`src/rtl/emergency_pkg.sv`:
```
// Shared definitions for the emergency-system blocks: state encoding and timer width.
package emergency_pkg;

  localparam int STATE_W = 3;
  localparam int TIMER_W = 32;

  typedef enum logic [STATE_W-1:0] {
    ST_IDLE      = 3'd0,
    ST_OVERLOAD  = 3'd1,
    ST_SOS_BRAKE = 3'd2,
    ST_SOS_DOOR  = 3'd3,
    ST_SOS_HOLD  = 3'd4,
    ST_LOCKOUT   = 3'd5
  } state_t;

  function automatic logic in_door_phase(input state_t s);
    return (s == ST_SOS_DOOR) || (s == ST_SOS_HOLD);
  endfunction

endpackage

```
`src/rtl/emergency_timer.sv`:
```
// Loadable down-counter that stops at zero and flags it.
module emergency_timer
  import emergency_pkg::*;
#(
  parameter int W = TIMER_W
) (
  input  logic         clk,
  input  logic         rst_n,
  input  logic         load,
  input  logic         en,
  input  logic [W-1:0] load_val,
  output logic         zero
);

  logic [W-1:0] count;

  always_ff @(posedge clk) begin
    if (!rst_n)
      count <= '0;
    else if (load)
      count <= load_val;
    else if (en && count != '0)
      count <= count - W'(1);
  end

  assign zero = (count == '0);

endmodule

```
`src/rtl/emergency_sequencer.sv`:
```
// Emergency sequencer: overload buzzer/inhibit handling and the SOS brake-door-hold-lockout sequence.
module emergency_sequencer
  import emergency_pkg::*;
#(
  parameter int unsigned BUZZ_HALF = 25_000_000,
  parameter int unsigned DOOR_HOLD = 500_000_000,
  parameter int          CNT_W     = 8
) (
  input  logic               clk,
  input  logic               rst_n,
  input  logic               sos_mode,
  input  logic               weight_limit_exceeded,
  input  logic               motor_moving,
  input  logic               at_floor,
  input  logic               clear_req,
  output logic               motor_stop,
  output logic               motor_inhibit,
  output logic               door_open_cmd,
  output logic               alarm,
  output logic               buzzer,
  output logic [STATE_W-1:0] state_o,
  output logic [CNT_W-1:0]   sos_count
);

  state_t state, next_state;
  logic buzz_load, buzz_en, buzz_zero;
  logic hold_load, hold_en, hold_zero;
  logic [TIMER_W-1:0] buzz_val, hold_val;
  logic [3:0] cmd_next;
  logic entering_ovl, staying_ovl, entering_brake;

  always_ff @(posedge clk) begin
    if (!rst_n) state <= ST_IDLE;
    else        state <= next_state;
  end

  always_comb begin
    next_state = state;
    case (state)
      ST_IDLE:      if (sos_mode) next_state = ST_SOS_BRAKE;
                    else if (weight_limit_exceeded && !motor_moving) next_state = ST_OVERLOAD;
      ST_OVERLOAD:  if (sos_mode) next_state = ST_SOS_BRAKE;
                    else if (!weight_limit_exceeded) next_state = ST_IDLE;
      ST_SOS_BRAKE: if (at_floor && !motor_moving) next_state = ST_SOS_DOOR;
      ST_SOS_DOOR:  next_state = ST_SOS_HOLD;
      ST_SOS_HOLD:  if (hold_zero) next_state = ST_LOCKOUT;
      ST_LOCKOUT:   if (clear_req && !sos_mode) next_state = ST_IDLE;
      default:      next_state = ST_IDLE;
    endcase
  end

  assign entering_ovl   = (next_state == ST_OVERLOAD) && (state != ST_OVERLOAD);
  assign staying_ovl    = (next_state == ST_OVERLOAD) && (state == ST_OVERLOAD);
  assign entering_brake = (next_state == ST_SOS_BRAKE) && (state != ST_SOS_BRAKE);

  // Buzzer timer counts BUZZ_HALF-1..0 per half-period; it is cleared whenever we are not in overload.
  always_comb begin
    buzz_load = 1'b0;
    buzz_en   = 1'b0;
    buzz_val  = '0;
    if (entering_ovl || (staying_ovl && buzz_zero)) begin
      buzz_load = 1'b1;
      buzz_val  = TIMER_W'(BUZZ_HALF - 1);
    end else if (staying_ovl) begin
      buzz_en = 1'b1;
    end else begin
      buzz_load = 1'b1;
    end
  end

  // Hold timer also ticks during the single DOOR cycle so HOLD lasts exactly DOOR_HOLD cycles.
  always_comb begin
    hold_load = 1'b0;
    hold_en   = 1'b0;
    hold_val  = '0;
    if (next_state == ST_SOS_DOOR && state != ST_SOS_DOOR) begin
      hold_load = 1'b1;
      hold_val  = TIMER_W'(DOOR_HOLD);
    end else if (in_door_phase(state)) begin
      hold_en = 1'b1;
    end else begin
      hold_load = 1'b1;
    end
  end

  emergency_timer #(.W(TIMER_W)) u_buzz_timer (
    .clk(clk), .rst_n(rst_n), .load(buzz_load), .en(buzz_en),
    .load_val(buzz_val), .zero(buzz_zero)
  );

  emergency_timer #(.W(TIMER_W)) u_hold_timer (
    .clk(clk), .rst_n(rst_n), .load(hold_load), .en(hold_en),
    .load_val(hold_val), .zero(hold_zero)
  );

  // Command bits {stop, inhibit, door, alarm} decoded from the state being entered, then registered.
  always_comb begin
    cmd_next = 4'b0000;
    case (next_state)
      ST_OVERLOAD:  cmd_next = 4'b0110;
      ST_SOS_BRAKE: cmd_next = 4'b1101;
      ST_SOS_DOOR:  cmd_next = 4'b1011;
      ST_SOS_HOLD:  cmd_next = 4'b1011;
      ST_LOCKOUT:   cmd_next = 4'b1101;
      default:      cmd_next = 4'b0000;
    endcase
  end

  always_ff @(posedge clk) begin
    if (!rst_n) begin
      {motor_stop, motor_inhibit, door_open_cmd, alarm} <= 4'b0000;
      buzzer    <= 1'b0;
      sos_count <= '0;
    end else begin
      {motor_stop, motor_inhibit, door_open_cmd, alarm} <= cmd_next;
      if (next_state != ST_OVERLOAD)
        buzzer <= 1'b0;
      else if (entering_ovl)
        buzzer <= 1'b1;
      else if (buzz_zero)
        buzzer <= ~buzzer;
      if (entering_brake && sos_count != {CNT_W{1'b1}})
        sos_count <= sos_count + CNT_W'(1);
    end
  end

  assign state_o = state;

endmodule

```
`config.mk`:
```
export PLATFORM = sky130hd
export DESIGN_NAME = emergency_sequencer
export DESIGN_NICKNAME = d
export VERILOG_FILES = /design/src/rtl/emergency_pkg.sv /design/src/rtl/emergency_timer.sv /design/src/rtl/emergency_sequencer.sv
export SDC_FILE = /design/constraint.sdc
export NUM_CORES = 1
export LEC_CHECK = 0
export ABC_AREA = 1
export BUFFER_PORTS_ARGS = -buffer_cell sky130_fd_sc_hd__buf_2
export CORE_UTILIZATION = 66
export CTS_CLUSTER_DIAMETER = 200
export DETAILED_ROUTE_END_ITERATION = 10
export GPL_ROUTABILITY_DRIVEN = 0
export HOLD_SLACK_MARGIN = 0.15
export PLACE_DENSITY = 0.84
export SETUP_SLACK_MARGIN = 0.02
export SYNTH_ARGS = -nofsm -noshare
export SYNTH_HDL_FRONTEND = slang
export SYNTH_SLANG_ARGS = --single-unit
```
`constraint.sdc`:
```
create_clock -name clk -period 3.2 [get_ports clk]
set_input_delay 0.48 -clock clk [delete_from_list [all_inputs] [get_ports clk]]
set_output_delay 0.48 -clock clk [all_outputs]
set_load 0.01 [all_outputs]
```
# After elaboration in Yosys (flattened, before gate mapping)
# Index checks and enable logic that the tools add are counted.
# word_totals
input_bits	7
register_bits	80
wordCells	80
output_inout_bits	16
# classes
addsub	3
reduce_logical	26
bitwise	2
n_eq_ne	15
muxes	25
# ops
op	count
32-bit two-way mux	4
32-bit logical NOT	2
32-bit nonzero test	2
32-bit by 1-bit subtractor with 32-bit output, second input constant	2
29-bit two-way mux	1
25-bit two-way mux	1
3-bit two-way mux	7
3-bit one-hot mux with 6 select lines	1
3-bit by 2-bit == test with 1-bit output, second input constant	4
3-bit == test, second input constant	4
4-bit one-hot mux with 3 select lines	1
1-bit logical AND	11
1-bit two-way mux	10
8-bit by 1-bit adder with 8-bit output, second input constant	1
8-bit inequality test, second input constant	1
3-bit by 1-bit == test with 1-bit output, second input constant	2
3-bit by 1-bit inequality test with 1-bit output, second input constant	2
3-bit by 2-bit inequality test with 1-bit output, second input constant	2
2-bit nonzero test	3
2-bit OR reduction	3
3-bit logical NOT	1
1-bit logical NOT	2
1-bit logical OR	2
1-bit NOT	2

# Longest topological paths before layout
# depth
depth_word	13
depth_mapped	12
ltp_nobuf	12

# By module
# Synthesis repeated with hierarchy kept, for this count alone.
# hier_totals
cells_unflattened	960
area_unflattened_um2	5701.7
# modules_own_cells
mod	cells_per_inst	instances	area_per_inst_um2
emergency_timer (u_buzz_timer)	402	1	2431.1
emergency_timer (u_hold_timer)	425	1	2406.1
emergency_sequencer	133	1	864.6

# Worst setup path before layout
# No wires, ideal clock.
# synth_timing
path_kind	register to register
start	register u_hold_timer.count[0]
end	register u_hold_timer.count[27]
period_less_slack_ps	1669
t_required_ps	3090
slack_ps	1531
n_path_buf	0
arrival_ps	1559
stages_incl_launch_ff	12
path_cell_list	dfxtp_1 -> inv_1 -> ha_1 -> nand2_1 -> nor2_4 -> nand2_1 -> nor2_1 -> nand2_1 -> nand3_1 -> nand3_1 -> inv_1 -> nor2_1
# synth_via
elab_chain_len	8
word_cells_on_any_way	14
classes_between	add/sub: 1; eq/ne: 1; mux: 7; reduce/logical: 5
# synth_lines
item	line_no	text
start, declared	emergency_timer.sv:15	logic [W-1:0] count;
start signal, assigned	emergency_timer.sv:21	count <= load_val;
start signal, assigned	emergency_timer.sv:23	count <= count - W'(1);
32-bit logical NOT	emergency_timer.sv:26	assign zero = (count == '0);
3-bit two-way mux	emergency_sequencer.sv:46	ST_SOS_HOLD: if (hold_zero) next_state = ST_LOCKOUT;
3-bit one-hot mux with 6 select lines	emergency_sequencer.sv:39	case (state)
3-bit by 2-bit == test with 1-bit output	emergency_sequencer.sv:76	if (next_state == ST_SOS_DOOR && state != ST_SOS_DOOR) begin
1-bit logical AND	emergency_sequencer.sv:76	
1-bit two-way mux	emergency_sequencer.sv:76	
1-bit logical AND	emergency_timer.sv:22	else if (en && count != '0)
2-bit nonzero test (no source line)	--	
# Parallel ways exist; a longest one is shown, timed or not. The select of a mux whose other input is x is not followed.
# A chain may end at the register's enable or synchronous reset.

# Final worst setup path
# layout_timing
start	register state[1] (netlist: state_o[1])
end	register u_hold_timer.count[20]
# layout_via
elab_chain_len	8
word_cells_on_any_way	25
classes_between	eq/ne: 7; mux: 13; reduce/logical: 5
# layout_lines
item	line_no	text
start, declared	emergency_sequencer.sv:25	state_t state, next_state;
start signal, assigned	emergency_sequencer.sv:34	else state <= next_state;
3-bit two-way mux, on equally long branches	emergency_sequencer.sv:43, emergency_sequencer.sv:41	
3-bit two-way mux, on equally long branches	emergency_sequencer.sv:42, emergency_sequencer.sv:40	
3-bit one-hot mux with 6 select lines	emergency_sequencer.sv:39	
3-bit by 2-bit == test with 1-bit output	emergency_sequencer.sv:76	
1-bit logical AND	emergency_sequencer.sv:76	
1-bit two-way mux	emergency_sequencer.sv:76	
1-bit logical AND	emergency_timer.sv:22	
2-bit nonzero test (no source line)	--	
# Parallel ways exist; a longest one is shown, timed or not.

==> results.cfg <==
[floorplanning]
io_pins = 23
start_util_pct = 69.8
die_y_um = 82.1
die_w_um = 82.1
dieArea_mm2 = 0.00674
core_area_mm2 = 0.00606
rows = 28

[timing]
finClkSkew_ns = 0.0101
tightest_slew_ns = 0.855
slew-limit-headroom_pct = 42.8
worst_slack_ns = 0.892
rsz0062_at_grt = no
finalHoldViolCount = 0
fmax_ghz = 0.433
min_period_ns = 2.31
final-setup-viol-count = 0
fin_crit_sh_pct = 72.1
final.setup.tns_ns = 0
hold_slack_ns = 0.504
maxSlewViolCount = 0

[setup_path]
r2r-start = state_o[1]
path_common_cell = inv_1
crit_path_cell_trace = inv_1, nand3_1, nand2_1, buf_4, inv_1, nor2_1, inv_1, nand2_1, nor2_1
reg2reg_to = u_hold_timer.count[20]
crit_end = u_hold_timer.count[20]
worstSetupPathType = reg -> reg
required_ns = 3.44
start_kind = flop
worst-path-buf-inv = 4
worst-path-stages = 9
crit_path_max_fanout = 17
cp_top_family = simple AND/OR/NAND/NOR gates
worstRegToRegCells = 9
cpPeakStageDelay_ns = 0.74
end_kind = flop
crit_arrival_ns = 2.55
cp_slowest_cell = nor2_1
startpoint = state_o[1]
r2r_slack_ns = 0.89

[grt]
grt-ovfl-total = 0
grt_pass1_vias = 3740
grt_pass1_wl_um = 16700
antenna_found_initial = 0
grt_max_degree = 18
grtUsageTotal_pct = 32.7

[clocking]
cts_resized = 0
clock_sinks = 79
cts_buffer_depth = 2
cts_tree = built
htree_levels = 3
hold_buffers = 0
clk_latency_ns = 0.35
cts_buffers = 9
ctsRootBufferMaster = clkbuf_8
clk_pin_slew_worst_paths_ns = 0.09
postCtsSetupBuffers = 0

[power]
ir_drop_mv = 0.505
power_density_mw_per_mm2 = 582
total_leakage_power_nw = 2.38

[detailed_routing]
wl_met3_um = 811
dr.pass1.iters = 7
routed.top_layer = met4
wl_met1_um = 4520
drc = 0
via_count = 4179
via_per_inst = 5.65
ant_nets = 0
wirelength_um = 9900
first_iter_violations = 334
wl_per_cell_um = 13.4
wl_met2_um = 4390

[yosys]
synth_nets = 645
syn_avg_cell_area_um2 = 6.67
synth.area.top_cells = dfxtp_1 (37%), nor2_1 (14%), nand2_1 (12%), nand3_1 (5.2%), inv_1 (5.0%)
synth_seq_cells = 79
postSynthCellCount = 635
synth_warnings = 0
synthDistinctLibCells = 33
yosysTopAreaCellShare_pct = 37.4
synth_area_mm2 = 0.00423
synth-seq-area-share_pct = 37.4
yosys.area.top_type = dfxtp_1

[placement]
place_inst = 723
post-place-ws_ns = 0.969
portBuffers = 22
place_hpwl_um = 7290

[finish]
stdcell_count = 739
drive_above_1_share_pct = 8.43
n_fill_cell = 485
seqCellArea_mm2 = 0.00158
post-route-util_pct = 75.7
antenna_cells = 0
multiInputGateArea_mm2 = 0.00236
area_growth_syn_to_layout_pct = 8.39
nNetsFinal = 669

[hold_path]
hold_path.class = reg -> reg
min_delay_path_depth = 2

[flow_run]
cap_violations = 0

[outcome]
outcome = completed
## synth_stat cells
cell      instances
nor2_1          161
clkinv_2          1
ha_1              3
xor2_1           22
o21ai_2           1
nand2_1         130
nand3_1          44
clkinv_1          1
inv_1            56
nor3_4            1
nor2_4            2
nand3b_1          5
buf_6             2
xnor2_1          21
o21ai_0          19
buf_2             2
nor3_1           12
nor4_1            9
a21oi_1          25
inv_2             2
a211oi_1          2
nand3_2           2
dfxtp_1          79
nor3_2            1
a31oi_1           2
clkbuf_1          6
nand4_2           1
o21bai_1          1
nor2_2            2
buf_4             1
nand2_2           4
nand4_1          11
nor3b_1           4
## worst register-to-register path, delay by kind of cell (launching register included)
kind	cells	cell delay, ns
and+or+nand+nor	5	1.05
buffers and inverters	4	0.76
DFF	1	0.39
## cells by family (layout without fill, tap and decap cells)
family,after synthesis,after routing,synth area share (%)
xor+xnor,43,43,8.90
buf+inv,71,100,6.83
compound gates,50,50,6.24
flops,79,79,37.4
fa+ha+maj,3,3,0.887
simple gates,389,389,39.8
## cell usage in the layout, fill, tap and decap left out, drive strengths merged, types with 12 or more instances in the layout
| master | synthesis | final |
|---|---|---|
| nor2 | 165 | 165 |
| nand2 | 134 | 134 |
| dfxtp | 79 | 79 |
| inv | 58 | 58 |
| nand3 | 46 | 46 |
| a21oi | 25 | 25 |
| buf | 5 | 24 |
| xor2 | 22 | 22 |
| xnor2 | 21 | 21 |
| o21ai | 20 | 20 |
| nor3 | 14 | 14 |
| nand4 | 12 | 12 |
## power breakdown
part	switching [mW]	total, mW	internal, mW
registers	0.0391	1.06	1.02
clock network	0.375	0.739	0.364
logic	0.568	0.872	0.304
total	0.982	2.67	1.69
## final cells by class
cell class,instances,area share (%)
repair buffers,24,2.73
multi-input cells,485,51.5
inverters,60,4.94
flip-flops and latches,79,34.5
clock buffers,10,2.78
clock inverters,6,1.55
well taps,75,2.05
## per-stage QoR
step                      instance area (µm²)  power (mW)
after floorplan                          4230        1.75
after global placement                   4390        1.91
after detailed placement                 4390        1.93
after CTS                                4590        2.67
after global routing                     4590        2.84
final                                    4590        2.67
## registers in the layout, indices dropped and copies added, names as in the netlist
register and count:
buzzer 1, sos_count 8, state_o 3, motor_stop 1, u_hold_timer.count 32, door_open_cmd 1
motor_inhibit 1, u_buzz_timer.count 32
## worst min-delay path by stage
stage                                 from                      to
floorplan            u_buzz_timer.count[6]   u_buzz_timer.count[6]
global placement              sos_count[3]            sos_count[3]
detailed placement  u_hold_timer.count[17]  u_hold_timer.count[17]
CTS                                  rst_n              state_o[1]
global route                         rst_n            sos_count[6]
finish              u_hold_timer.count[17]  u_hold_timer.count[17]
## metal layers
layer / global-route usage (%) / up-vias
li1: - / 2083
met1: 42.4 / 1865
met2: 51.5 / 204
met3: 9.00 / 27
met4: 11.9 / 0
met5: 0 / -
(Power assumes the default switching activity.)
